===== config.mk =====
export PLATFORM = sky130hd
export DESIGN_NAME = store_narrow_rmw
export DESIGN_NICKNAME = d
export VERILOG_FILES = /design/src/rtl/store_narrow_rmw.sv
export SDC_FILE = /design/constraint.sdc
export NUM_CORES = 1
export LEC_CHECK = 0
export CAP_MARGIN = 30
export CORE_ASPECT_RATIO = 0.75
export CORE_UTILIZATION = 45
export DETAILED_ROUTE_END_ITERATION = 8
export PLACE_DENSITY_LB_ADDON = 0.1
export SLEW_MARGIN = 20
export SYNTH_ARGS = -nofsm -noshare
export SYNTH_HDL_FRONTEND = slang
export SYNTH_SLANG_ARGS = --single-unit
export TNS_END_PERCENT = 1

===== constraint.sdc =====
create_clock -name clk -period 3 [get_ports clk]
set_clock_uncertainty 0.05 [all_clocks]
set_input_delay 0.6 -clock clk [delete_from_list [all_inputs] [get_ports clk]]
set_output_delay 0.6 -clock clk [all_outputs]
set_load 0.005 [all_outputs]

===== src/rtl/store_narrow_rmw.sv =====
// Narrow-store unit: writes byte/half/word stores into a word-wide memory
// without byte enables, using read-modify-write for sub-word stores.
module store_narrow_rmw #(
    parameter int unsigned ADDR_W     = 32,
    parameter bit          BIG_ENDIAN = 1'b0
) (
    input  logic                clk,
    input  logic                rst_n,
    input  logic                req_valid,
    output logic                req_ready,
    input  logic [ADDR_W-1:0]   req_addr,
    input  logic [31:0]         req_data,
    input  logic [1:0]          req_size,
    output logic                resp_valid,
    input  logic                resp_ready,
    output logic                resp_err,
    output logic [ADDR_W-3:0]   mem_addr,
    output logic                mem_rd_en,
    input  logic [31:0]         mem_rdata,
    output logic                mem_wr_en,
    output logic [31:0]         mem_wdata
);

    localparam int unsigned DATA_W = 32;
    localparam logic [1:0]  SZ_BYTE = 2'b00;
    localparam logic [1:0]  SZ_HALF = 2'b01;
    localparam logic [1:0]  SZ_WORD = 2'b10;
    localparam logic [1:0]  SZ_ILL  = 2'b11;

    typedef enum logic [2:0] {
        IDLE = 3'd0,
        RD   = 3'd1,
        MRG  = 3'd2,
        WR   = 3'd3,
        RSP  = 3'd4,
        ERR  = 3'd5
    } state_t;

    state_t             state_q;
    state_t             state_d;
    logic [1:0]         addr_lo_q;
    logic [15:0]        data_q;
    logic [1:0]         size_q;
    logic               accept;
    logic               illegal;
    logic [1:0]         lane_idx;
    logic               half_idx;
    logic [DATA_W-1:0]  merged;
    logic [DATA_W-1:0]  wdata_d;

    // Lane selection and merge of the latched store into the read-back word
    always_comb begin
        lane_idx = BIG_ENDIAN ? (2'd3 - addr_lo_q) : addr_lo_q;
        half_idx = BIG_ENDIAN ? ~addr_lo_q[1] : addr_lo_q[1];
        merged   = mem_rdata;
        if (size_q == SZ_BYTE) begin
            merged[{lane_idx, 3'b000} +: 8] = data_q[7:0];
        end else begin
            merged[{half_idx, 4'b0000} +: 16] = data_q;
        end
    end

    // Misaligned or illegal-size requests are rejected without touching memory
    always_comb begin
        illegal = (req_size == SZ_ILL)
               || ((req_size == SZ_HALF) && req_addr[0])
               || ((req_size == SZ_WORD) && (req_addr[1:0] != 2'b00));
    end

    // Next-state and next write data
    always_comb begin
        state_d = state_q;
        accept  = 1'b0;
        wdata_d = mem_wdata;
        case (state_q)
            IDLE: begin
                if (req_valid && req_ready) begin
                    accept = 1'b1;
                    if (illegal) begin
                        state_d = ERR;
                    end else if (req_size == SZ_WORD) begin
                        state_d = WR;
                        wdata_d = req_data;
                    end else begin
                        state_d = RD;
                    end
                end
            end
            RD:  state_d = MRG;
            MRG: begin
                state_d = WR;
                wdata_d = merged;
            end
            WR:  state_d = RSP;
            RSP: if (resp_ready) state_d = IDLE;
            ERR: if (resp_ready) state_d = IDLE;
            default: state_d = IDLE;
        endcase
    end

    // State, request latches and registered outputs
    always_ff @(posedge clk or negedge rst_n) begin
        if (!rst_n) begin
            state_q    <= IDLE;
            addr_lo_q  <= 2'b00;
            data_q     <= 16'h0000;
            size_q     <= 2'b00;
            req_ready  <= 1'b1;
            resp_valid <= 1'b0;
            resp_err   <= 1'b0;
            mem_addr   <= (ADDR_W-2)'(0);
            mem_rd_en  <= 1'b0;
            mem_wr_en  <= 1'b0;
            mem_wdata  <= 32'h0000_0000;
        end else begin
            state_q <= state_d;
            if (accept) begin
                addr_lo_q <= req_addr[1:0];
                data_q    <= req_data[15:0];
                size_q    <= req_size;
                mem_addr  <= req_addr[ADDR_W-1:2];
            end
            req_ready  <= (state_d == IDLE);
            resp_valid <= (state_d == RSP) || (state_d == ERR);
            resp_err   <= (state_d == ERR);
            mem_rd_en  <= (state_d == RD);
            mem_wr_en  <= (state_d == WR);
            mem_wdata  <= wdata_d;
        end
    end

endmodule


== After elaboration in Yosys (flattened, before gate mapping) ==
Index checks and enable logic that the tools add are counted.

* Multiplexer cells: 14
* Shift operators: 4
* Equality and inequality tests: 15
* Reductions and logical operators: 13
* Add/sub/neg operators: 2

{| class="wikitable"
|+ Operators by type and width
! kind !! count
|-
| 2-to-1 mux 32 bit || 4
|-
| bitwise mux 32 bit || 2
|-
| case mux 32 bit (2 select lines) || 1
|-
| variable shift 16 x 7 -> 32 bit, first input constant || 1
|-
| variable shift 8 x 7 -> 32 bit, first input constant || 1
|-
| indexed part select 16 x 7 -> 32 bit || 1
|-
| indexed part select 8 x 7 -> 32 bit || 1
|-
| case mux 3 bit (5 select lines) || 1
|-
| negation 5 -> 7 bit || 2
|-
| == test 3 bit, second input constant || 4
|-
| == test 3 x 2 -> 1 bit, second input constant || 3
|-
| 2-to-1 mux 3 bit || 3
|-
| == test 3 x 1 -> 1 bit, second input constant || 2
|-
| zero test 3 bit || 2
|-
| != test 2 bit, second input constant || 3
|-
| == test 2 bit, second input constant || 2
|-
| AND reduction 4 bit || 1
|-
| nonzero test 2 bit || 2
|-
| logical AND 1 bit || 3
|-
| logical OR 1 bit || 3
|-
| == test 2 x 1 -> 1 bit, second input constant || 1
|-
| zero test 2 bit || 1
|-
| 2-to-1 mux 1 bit || 2
|-
| 2-to-1 mux 2 bit || 1
|-
| OR reduction 2 bit || 1
|}

* Register bits: 90
* Output and inout port bits: 67

== Logic depth before layout (Yosys ltp) ==
* Word-level depth: 9
* Mapped depth: 9

== Worst setup path after synthesis ==
OpenSTA, ideal clock, no wires.

* Kind: flip-flop to flip-flop
* Start point: register addr_lo_q[1]
* End point: register mem_wdata[24]
* Path slack: 0.865 ns
* Setup time: 0.082 ns
* Data required time: 2.868 ns
* Arrival time: 2.003 ns
* Period minus slack after synthesis: 2.135 ns
* Path buffers: 3
* Stages on the path, launching flop included: 10
* Path through: dfrtp_1 > buf_2 > buf_4 > inv_1 > ha_1 > and4bb_1 > clkbuf_2 > a221oi_1 > a211o_1 > a31oi_1

* Longest elaborated chain between the ends: 5

{| class="wikitable"
|+ RTL lines
! element !! line !! source
|-
| from (decl) || 41 || <nowiki>logic [1:0] addr_lo_q;</nowiki>
|-
| from (signal assigned) || 118 || <nowiki>addr_lo_q <= req_addr[1:0];</nowiki>
|-
| negation 5 -> 7 bit, on equally long branches || 59, 57 ||
|-
| indexed part select 16 x 7 -> 32 bit, or another cell as far along || 59 || <nowiki>merged[{half_idx, 4'b0000} +: 16] = data_q;</nowiki>
|-
| bitwise mux 32 bit, on equally long branches || 59, 57 ||
|-
| 2-to-1 mux 32 bit * || 56 || <nowiki>if (size_q == SZ_BYTE) begin</nowiki>
|-
| case mux 32 bit (2 select lines) * || 75 || <nowiki>case (state_q)</nowiki>
|-
| to (signal assigned) || 128 || <nowiki>mem_wdata <= wdata_d;</nowiki>
|-
| to (decl) || 21 || <nowiki>output logic [31:0] mem_wdata</nowiki>
|}

Every way passes the cells marked *; elsewhere a longest branch is shown, timed or not.
A chain may end at the register's enable or synchronous reset.

== Final worst setup path ==
* Start point: register addr_lo_q[1]
* End point: register mem_wdata[4]

Same word-level chain as after synthesis.

==> results.sh <==
export IMPL_status="finished clean"
export IMPL_muxShareOfSynthArea_pct=20.90
export IMPL_gr_total_overflow=0
export IMPL_syn_area_sq_mm=0.004837
export IMPL_path_max_fanout=16
export IMPL_power_frac_clock_pct=16.2
export IMPL_combPwrFrac_pct=49.8
export IMPL_synth_xor_area_share_pct=0
export IMPL_cts_tree="done"
export IMPL_cts_max_path_buffers=2
export IMPL_synthAdderAreaFrac_pct=1.293
export IMPL_grt_pass1_vias=3961
export IMPL_grt_max_degree=66
export IMPL_p_per_area_mw_per_mm2=1029
export IMPL_fin_area_sq_mm=0.006889
export IMPL_crit_path_end_kind="flip-flop"
export IMPL_synth_simple_area_share_pct=8.226
export IMPL_synth_distinct_cells=38
export IMPL_p_int_mw=4.584
export IMPL_path_cells="inv_1 -> ha_1 -> and4bb_1 -> a221oi_1 -> a211o_1 -> a31oi_1"
export IMPL_drive_above_1_share_pct=13.65
export IMPL_setup_viol=0
export IMPL_max_cap_violations=0
export IMPL_portBuffers=168
export IMPL_dieArea_sq_mm=0.01117
export IMPL_routed_wl_um=13490
export IMPL_p_total_mw=7.088
export IMPL_clockRootBuffer="clkbuf_16"
export IMPL_hold_path_class="input pin to async pin"
export IMPL_final_max_slew_viol_count=0
export IMPL_clock_sinks=90
export IMPL_r2r_setup_slack_ns=0.58
export IMPL_rsz0062_at_grt="no"
export IMPL_synth_async_reset_ratio_pct=100.0
export IMPL_antenna_found_initial=0
export IMPL_fp_dieW_um=121.7
export IMPL_finish_utilization_pct=66.43
export IMPL_clk_pin_slew_ns=0.07
export IMPL_post_cts_setup_buffers=0
export IMPL_nNetsFinal=666
export IMPL_syn_area_per_cell_sq_um=11.94
export IMPL_drtPass1Iterations=6
export IMPL_synth_seq_area_share_pct=46.59
export IMPL_post_route_drc_count=0
export IMPL_reg2reg_depth=6
export IMPL_cp_required_ns=3.21
export IMPL_die_h_um=91.79
export IMPL_worst_hold_slack_ns=0.1724
export IMPL_fin_setup_tns_ns=0
export IMPL_fin_crit_ns=2.418
export IMPL_vias_per_cell=5.773
export IMPL_io_pins=169
export IMPL_synth_edf_count=0
export IMPL_coreArea_sq_mm=0.01037
export IMPL_cts_hold_fix_buffers=0
export IMPL_fin_crit_sh_pct=80.61
export IMPL_htree_levels=3
export IMPL_initial_core_util_pct=46.65
export IMPL_grt_pass1_wl_um=21400
export IMPL_synth_top_family_by_area="multiplexers"
export IMPL_place_congestion=0.8142
export IMPL_synth_flop_cell="dfrtp_1"
export IMPL_diodes=0
export IMPL_cts_buffers=9
export IMPL_netSwitchingPower_mw=2.504
export IMPL_seqPwrFrac_pct=33.9
export IMPL_worst_setup_path_start_kind="flip-flop"
export IMPL_wl_per_cell_um=19.28
export IMPL_p_leak_nw=2.896
export IMPL_fill_cells=787
export IMPL_syn_num_nets=512
export IMPL_switching_share_pct=35.33
export IMPL_initialDrtViolationCount=315
export IMPL_dp_hpwl_um=9588
export IMPL_yosys_warnings=0
export IMPL_num_rows=32
export IMPL_placed_area_sq_mm=0.006565
export IMPL_tightest_slew_ns=0.5781
export IMPL_syn_inst=405
export IMPL_vias=4041
export IMPL_critPathSlowestCell="dfrtp_2"
export IMPL_fmax_ghz=0.4135
export IMPL_syn2layout_area_growth_pct=42.42
export IMPL_slowest_delay_ns=0.63
export IMPL_relSlewSlack_pct=61.46
export IMPL_synth_compound_area_share_pct=17.20
export IMPL_clkLatencyLatePin_ns=0.34
export IMPL_irDropWorstVdd_mv=0.6404
export IMPL_ant_nets=0
export IMPL_path_class="flip-flop to flip-flop"
export IMPL_r2r_start="addr_lo_q[1]$_DFFE_PN0P_"
export IMPL_track_usage_pct=25.20
export IMPL_hold_viol_final=0
export IMPL_synth_seq_cells=90
export IMPL_arrival_ns=2.63
export IMPL_r2r_end="mem_wdata[4]$_DFFE_PN0P_"
export IMPL_cts_resized=0
kinds of logic after synthesis:
family	count (synthesis)
adder cells (fa/ha/maj)	5
multiplexers	80
AND/OR/NAND/NOR	85
AO/OA/AOI/OAI	105
flip-flops	90
buffers and inverters	40
worst max path at each step:
stage	start	to	slack, ns	cells past startpoint
4_1_cts	addr_lo_q[1]$_DFFE_PN0P_	mem_wdata[4]$_DFFE_PN0P_	0.61	6
2_1_floorplan	addr_lo_q[1]$_DFFE_PN0P_	mem_wdata[24]$_DFFE_PN0P_	0.86	9
3_5_place_dp	req_valid	mem_addr[24]$_DFFE_PN0P_	0.61	5
5_1_grt	addr_lo_q[1]$_DFFE_PN0P_	mem_wdata[7]$_DFFE_PN0P_	0.48	6
3_3_place_gp	req_valid	mem_addr[29]$_DFFE_PN0P_	0.66	5
6_report	addr_lo_q[1]$_DFFE_PN0P_	mem_wdata[4]$_DFFE_PN0P_	0.58	6
power groups by stage:
| stage | clock [mW] | combinational [mW] | sequential [mW] |
|---|---|---|---|
| after floorplan | 0 | 2.11 | 2.25 |
| after global routing | 1.23 | 3.84 | 2.48 |
| after detailed placement | 0 | 3.50 | 2.40 |
| after CTS | 1.18 | 3.52 | 2.39 |
| after global placement | 0 | 3.38 | 2.38 |
| final | 1.15 | 3.53 | 2.40 |
cells in the mapped netlist, types with 4 or more instances:
master     n  area share, %
nor2_1    36            2.8
mux2i_1   32            6.6
a31oi_1   32            4.1
buf_2     11            1.1
mux2_1     8            1.9
buf_12     4            1.7
ha_1       5            1.3
a211o_1   32            5.8
mux2_4    40             12
inv_1      6           0.47
dfrtp_1   89             46
clkbuf_1   9           0.70
buf_4      4           0.62
nand2_1   35            2.7
a221oi_1  32            5.8
cells in the final DEF, fill, tap and decap left out, types with 6 or more instances in the layout:
cell type	n
a211o_1	32
dfrtp_1	88
a221oi_1	32
nor2_1	36
clkdlybuf4s50_1	167
mux2_1	8
clkbuf_16	9
a31oi_1	32
nand2_1	34
mux2_4	40
mux2i_1	32
inv_1	6
sequential cells by signal (all words and copies together) (netlist names):
signal	count
addr_lo_q	2
data_q	16
mem_addr	30
mem_rd_en	1
mem_wdata	32
mem_wr_en	1
req_ready	1
resp_err	1
resp_valid	1
size_q	2
state_q	3
worst max-delay path: cells and delay by family (launching register included):
family | cells | cell delay [ns]
adders and majority gates | 1 | 0.35
AOI/OAI and AO/OA | 3 | 0.62
and+or+nand+nor | 1 | 0.50
buffers and inverters | 1 | 0.17
DFF | 1 | 0.63
layer usage:
layer  wire length (um)  global-route usage, %
met5                  0                      0
met4                195                  6.893
met3               1245                  6.841
met2               5988                  38.02
met1               6063                  35.42
area by class of cell:
class	instances	area [sq um]	area share, %
Multi-Input combinational cell	275	2308	33.51
Sequential cell	90	2255	32.73
Timing Repair Buffer	177	1829	26.55
Inverter	6	22.52	0.3269
Clock buffer	10	239.0	3.469
Clock inverter	6	65.06	0.9444
Tap cell	136	170.2	2.470
metrics by stage:
stage / instances / setup WS [ns]
detailed placement: 683 / 0.6075
global placement: 682 / 0.6623
floorplan: 405 / 0.8648
global route: 700 / 0.4848
finish: 700 / 0.5818
CTS: 699 / 0.6100
Power figures use the tool's default switching activity.
